===== src/rtl/regfile_mp.sv =====
// regfile_mp: multi-port integer register file with two write ports,
// write-to-read bypass, optional hardwired zero entry and a hardware
// clear sequencer (runs after reset and on clr_req, reported via clr_busy).
// Optional feature macro: REGFILE_SCOREBOARD_EN adds a per-entry pending
// vector and exposes it per read port on rd_pend.
//
// state    | meaning
// ---------+------------------------------------------------------------
// ST_IDLE  | normal operation, writes and issues accepted
// ST_CLEAR | zeroing one entry per cycle, writes dropped, reads return 0
module regfile_mp #(
  parameter int DATA_W   = 32,
  parameter int ADDR_W   = 5,
  parameter int NUM_RD   = 2,
  parameter int ZERO_REG = 1
) (
  input  logic                     clk,
  input  logic                     rst,
  input  logic                     we0,
  input  logic [ADDR_W-1:0]        waddr0,
  input  logic [DATA_W-1:0]        wdata0,
  input  logic                     we1,
  input  logic [ADDR_W-1:0]        waddr1,
  input  logic [DATA_W-1:0]        wdata1,
  input  logic [NUM_RD*ADDR_W-1:0] raddr,
  output logic [NUM_RD*DATA_W-1:0] rdata,
  input  logic                     clr_req,
  output logic                     clr_busy,
  output logic                     wr_drop,
  input  logic                     issue_valid,
  input  logic [ADDR_W-1:0]        issue_addr,
  output logic [NUM_RD-1:0]        rd_pend
);

  localparam int DEPTH = 2**ADDR_W;

  typedef enum logic {
    ST_IDLE  = 1'b0,
    ST_CLEAR = 1'b1
  } state_e;

  state_e            state_q, state_d;
  logic [ADDR_W-1:0] clr_idx_q, clr_idx_d;
  logic              wr_drop_q, wr_drop_d;
  logic [DATA_W-1:0] mem_q [DEPTH];

  logic idle;
  logic zero0, zero1;
  logic same_addr;
  logic wr_ok0, wr_ok1;
  logic collide_drop;

  assign idle      = (state_q == ST_IDLE);
  assign clr_busy  = (state_q == ST_CLEAR);
  assign wr_drop   = wr_drop_q;
  assign zero0     = (ZERO_REG != 0) && (waddr0 == '0);
  assign zero1     = (ZERO_REG != 0) && (waddr1 == '0);
  assign same_addr = (waddr0 == waddr1);

  // Port 1 has priority on an address collision; zero-entry writes vanish.
  assign wr_ok1       = we1 && idle && !rst && !zero1;
  assign wr_ok0       = we0 && idle && !rst && !zero0 && !(we1 && same_addr);
  assign collide_drop = idle && we0 && we1 && same_addr && !zero0;

  // State and clear-index registers
  always_ff @(posedge clk) begin
    if (rst) begin
      state_q   <= ST_CLEAR;
      clr_idx_q <= '0;
      wr_drop_q <= 1'b0;
    end else begin
      state_q   <= state_d;
      clr_idx_q <= clr_idx_d;
      wr_drop_q <= wr_drop_d;
    end
  end

  // Next-state logic for the clear sequencer and the drop flag
  always_comb begin
    state_d   = state_q;
    clr_idx_d = clr_idx_q;
    wr_drop_d = collide_drop || (!idle && (we0 || we1));
    case (state_q)
      ST_IDLE: begin
        if (clr_req) begin
          state_d   = ST_CLEAR;
          clr_idx_d = '0;
        end
      end
      ST_CLEAR: begin
        clr_idx_d = clr_idx_q + 1'b1;
        if (clr_idx_q == '1) begin
          state_d = ST_IDLE;
        end
      end
      default: begin
        state_d   = ST_CLEAR;
        clr_idx_d = '0;
      end
    endcase
  end

  // Storage: zeroed entry by entry while clearing, otherwise accepted writes
  always_ff @(posedge clk) begin
    if (!rst) begin
      if (state_q == ST_CLEAR) begin
        mem_q[clr_idx_q] <= '0;
      end else begin
        if (wr_ok0) mem_q[waddr0] <= wdata0;
        if (wr_ok1) mem_q[waddr1] <= wdata1;
      end
    end
  end

  for (genvar k = 0; k < NUM_RD; k++) begin : g_rd
    logic [ADDR_W-1:0] ra;
    logic [DATA_W-1:0] rd;

    assign ra = raddr[k*ADDR_W +: ADDR_W];

    // Combinational read with port-1-first bypass of same-cycle writes
    always_comb begin
      rd = mem_q[ra];
      if (clr_busy) begin
        rd = '0;
      end else if ((ZERO_REG != 0) && (ra == '0)) begin
        rd = '0;
      end else if (we1 && (waddr1 == ra)) begin
        rd = wdata1;
      end else if (we0 && (waddr0 == ra)) begin
        rd = wdata0;
      end
    end

    assign rdata[k*DATA_W +: DATA_W] = rd;
  end

`ifdef REGFILE_SCOREBOARD_EN
  logic [DEPTH-1:0] pend_q, pend_d;
  logic             issue_ok;

  assign issue_ok = issue_valid && idle && !rst &&
                    !((ZERO_REG != 0) && (issue_addr == '0));

  // Pending vector: writes clear, an issue in the same cycle sets again
  always_comb begin
    pend_d = pend_q;
    if (wr_ok0) pend_d[waddr0] = 1'b0;
    if (wr_ok1) pend_d[waddr1] = 1'b0;
    if (issue_ok) pend_d[issue_addr] = 1'b1;
    if (idle && clr_req) pend_d = '0;
  end

  // Pending vector register
  always_ff @(posedge clk) begin
    if (rst) begin
      pend_q <= '0;
    end else begin
      pend_q <= pend_d;
    end
  end

  for (genvar k = 0; k < NUM_RD; k++) begin : g_pend
    logic [ADDR_W-1:0] ra;
    logic              wr_hit;

    assign ra         = raddr[k*ADDR_W +: ADDR_W];
    assign wr_hit     = (wr_ok0 && (waddr0 == ra)) || (wr_ok1 && (waddr1 == ra));
    assign rd_pend[k] = pend_q[ra] && !wr_hit;
  end
`else
  logic unused_issue;

  assign unused_issue = ^{issue_valid, issue_addr};
  assign rd_pend      = '0;
`endif

endmodule

===== config.mk =====
export PLATFORM = sky130hd
export DESIGN_NAME = regfile_mp
export DESIGN_NICKNAME = d
export VERILOG_FILES = /design/src/rtl/regfile_mp.sv
export SDC_FILE = /design/constraint.sdc
export NUM_CORES = 2
export LEC_CHECK = 0
export ABC_AREA = 1
export CAP_MARGIN = 20
export CORE_MARGIN = 2
export CORE_UTILIZATION = 25
export CTS_CLUSTER_DIAMETER = 50
export DETAILED_ROUTE_END_ITERATION = 7
export PLACE_DENSITY = 0.46
export SETUP_SLACK_MARGIN = 0.3
export SYNTH_ARGS = -nofsm -noshare
export SYNTH_HDL_FRONTEND = slang
export SYNTH_SLANG_ARGS = --single-unit

===== constraint.sdc =====
create_clock -name clk -period 2.78 [get_ports clk]
set_input_delay 0.278 -clock clk [delete_from_list [all_inputs] [get_ports clk]]
set_output_delay 0.278 -clock clk [all_outputs]
set_load 0.01 [all_outputs]

==> out/qor.csv <==
metric;value;unit
hold_class;input pin to flop;
drt_pass1_iterations;7;
clk_path_buf_depth;3;
cts_inserted_buffers;150;
rsz0062_at_grt;yes;
end_kind;output port;
cts.sinks;1031;
drv_slew;0;
vias;70010;
ys_types;39;
core;0.2684;sq mm
synth_warnings;0;
die_w;524.0;um
clk-insertion-delay-late;0.83;ns
skew;0.03376;ns
cp_max_fo;2;
critPathLaunchType;flop;
cts_tree;yes;
period_minus_slack;2.588;ns
timing_hold_violations_final;0;
hold_path_depth;4;
required;2.50;ns
use_met3;3.525;%
use_met2;38.82;%
critical_path.slowest_cell;edfxtp_1;
slew_headroom;32.95;%
grt_overflow;0;
fmax;386.4;MHz
max-cap-violations;0;
setup_tns;0;ns
finalSetupViolCount;0;
ios;163;
die_area;0.2746;sq mm
drtIter0Drc;8259;
ys_seq_elements;1031;
slowest_delay;0.39;ns
fillers;27680;
start_util;25.19;%
grt_antenna_before_repair;6;
grtUsageTotal;23.92;%
grt_start_max_net_pins;65;
min_period_over_period;93.08;%
critical_path_depth;9;
worst_pin_slew;1.003;ns
seq_area;0.03089;sq mm
hold_ws;0.07772;ns
hpwl;221000;um
cp_cell_sequence;inv_1 > nand2_1 > nand3_1 > nand3_1 > nand3_2 > nand3_2 > nand3_4 > a21oi_2 > clkdlybuf4s15_2;
drc_errors;0;
path_buf_inv;2;
cp_data_arrival_time;2.31;ns
busiest_layer;met2;
wl_per_cell;25.81;um
p_per_area;470.8;mW/mm^2
multi_input_area;0.03342;sq mm
htree_levels;4;
synthToLayoutAreaGrowth;31.95;%
post_drt_via_cell_ratio;5.237;
rows;190;
placed_cells;13020;
synthCells;9487;
final_nets;9789;
p_leak;0.03678;uW
dieHeight;524.0;um
crit_family;simple AND/OR/NAND/NOR gates;
first_global_vias;65830;
cts_root_buffer;clkbuf_16;
drt-total-wl;345000;um
synth_area;0.06760;sq mm
path_clk_slew;0.05;ns
layoutNonFillerInstCount;13370;
grt_pass1_wl;478100;um
place_congestion;0.9269;
drtAntennaViolNets;0;
ys_seq_area_share;45.70;%
ir_drop;0.6527;mV
crit_type;flop to output port;
io_buffer_count;154;
reg2reg_depth;15;
status;completed;
use_met1;30.72;%
drive_above_1_share;20.89;%
syn_avg_cell_area;7.125;sq um
cells in the mapped netlist:
cell type  instances  area (sq um)
nand2_8            1         20.02
and2_1             1         6.260
nor4_4             1         21.27
nand2_1         3100         11640
buf_4             10         75.07
o21ai_2            2         17.52
nand2_4            1         11.26
o211ai_1          64         480.5
buf_1             64         240.2
clkinv_1           4         15.01
nor2_2            18         112.6
a21oi_1           72         360.4
xor2_1             1         8.760
edfxtp_1        1024         30750
buf_8              4         60.06
nand3_1         1933          9674
o21ai_0          835          4179
or2_2             19         118.9
buf_2            216          1081
inv_4              1         6.260
nor4_2             5         62.56
nand3_2            1         10.01
nor2_1           146         548.0
ha_1               2         25.02
and3_1             1         6.260
o21ai_1          233          1166
o31ai_1            3         22.52
nor2_4            29         326.6
clkbuf_2          13         65.06
nand4_1            4         25.02
o221ai_1           1         8.760
nand3_4            1         17.52
inv_1           1070          4016
dfxtp_1            7         140.1
inv_2              5         18.77
nand2_2            1         6.260
o22ai_1           11         68.82
conb_1             1         3.750
clkbuf_1         582          2185
per-stage QoR:
step	worst slack (ns)	total power [uW]	utilization, %	instance area (sq um)
after floorplan	0.3230	19650	-	67680
after global placement	-0.8571	22430	29.38	78860
after detailed placement	-0.7515	22420	29.38	78860
after CTS	0.1365	41740	32.07	86080
after global routing	0.1329	42970	33.23	89180
final	0.1922	41990	33.23	89190
state kept, by name (all words and copies together), names as in the netlist:
register	flops
wr_drop	1
mem_q	1024
clr_idx_q	5
clr_busy	1
worst reg2reg max path: stages (launching register included):
cell	delay [ns]
dfxtp_2	0.33
inv_4	0.08
buf_4	0.12
nand2_1	0.04
nor2_1	0.08
nand2_1	0.09
inv_2	0.12
buf_6	0.15
nand3_4	0.10
nand2_1	0.10
nand2_2	0.09
nor2_4	0.14
buf_12	0.13
nand2_1	0.14
nand2_8	0.21
buf_12	0.21
where the power goes:
group	internal, uW	leakage, uW	switching [uW]	total (uW)
Combinational	1990	0.0260	3930	5920
Clock	11100	0.00234	7930	19000
Sequential	17000	0.00847	55.9	17100
Total	30100	0.0368	11900	42000
final cells by class:
cell class | count | share of cell area, %
repair buffers | 940 | 12.86
well taps | 3552 | 4.983
clock inverters | 96 | 1.000
flip-flops and latches | 1031 | 34.63
clock buffers | 174 | 4.405
diodes | 6 | 0.01683
multi-input cells | 6489 | 37.47
inverters | 1080 | 4.636
layout by cell type, fill, tap and decap left out, types with 18 or more instances in the layout:
cell / synthesis / final
clkinv_2: 0 / 24
nand2_1: 3100 / 2976
nor2_4: 29 / 38
o21ai_0: 835 / 803
nor2_1: 146 / 143
inv_2: 5 / 129
nand2_4: 1 / 38
o211ai_1: 64 / 64
nand2_2: 1 / 85
buf_12: 0 / 256
inv_6: 0 / 23
inv_1: 1070 / 934
buf_6: 0 / 74
o21ai_1: 233 / 253
clkdlybuf4s50_1: 0 / 68
a21oi_2: 0 / 57
buf_4: 10 / 423
nand3_4: 1 / 116
buf_16: 0 / 19
nand3_1: 1933 / 1407
nand3_2: 1 / 412
edfxtp_1: 1024 / 1024
clkinv_1: 4 / 18
clkbuf_16: 0 / 176
clkbuf_1: 582 / 20
buf_2: 216 / 53
routing by layer:
metal	vias up	part of all wire (%)
li1	31510	-
met1	33830	40
met2	3892	46
met3	773	8.6
met4	6	6.0
met5	-	0.0099
path summary, 6_finish.rpt:
check                from            to  slack, ns
max reg2reg      clr_busy  mem_q[8][12]       0.34
min                   we1       wr_drop       0.08
max          mem_q[7][27]     rdata[27]       0.19
min reg2reg  clr_idx_q[1]  clr_idx_q[1]       0.52
cell families (layout without fill, tap and decap cells):
group / Yosys count / in the layout / share of synthesized area [%]
AOI/OAI and AO/OA: 1221 / 1221 / 9.325
and+or+nand+nor: 5262 / 5263 / 33.44
buffers and inverters: 1969 / 2290 / 11.48
other: 1 / 8 / 0.005548
DFF: 1031 / 1031 / 45.70
xor gates and xnor gates: 1 / 1 / 0.01296
adders and majority gates: 2 / 2 / 0.03701
repair_timing:
item / 4_1_cts / 5_1_grt
setup endpoints to repair: 64 / 1049
resized for setup: 743 / 606
hold buffers: 0 / 0
cloned: 5 / 25
buffers inserted: 16 / 30
pin swaps: 138 / 256
Note: power is estimated with default switching activity, not from simulation.
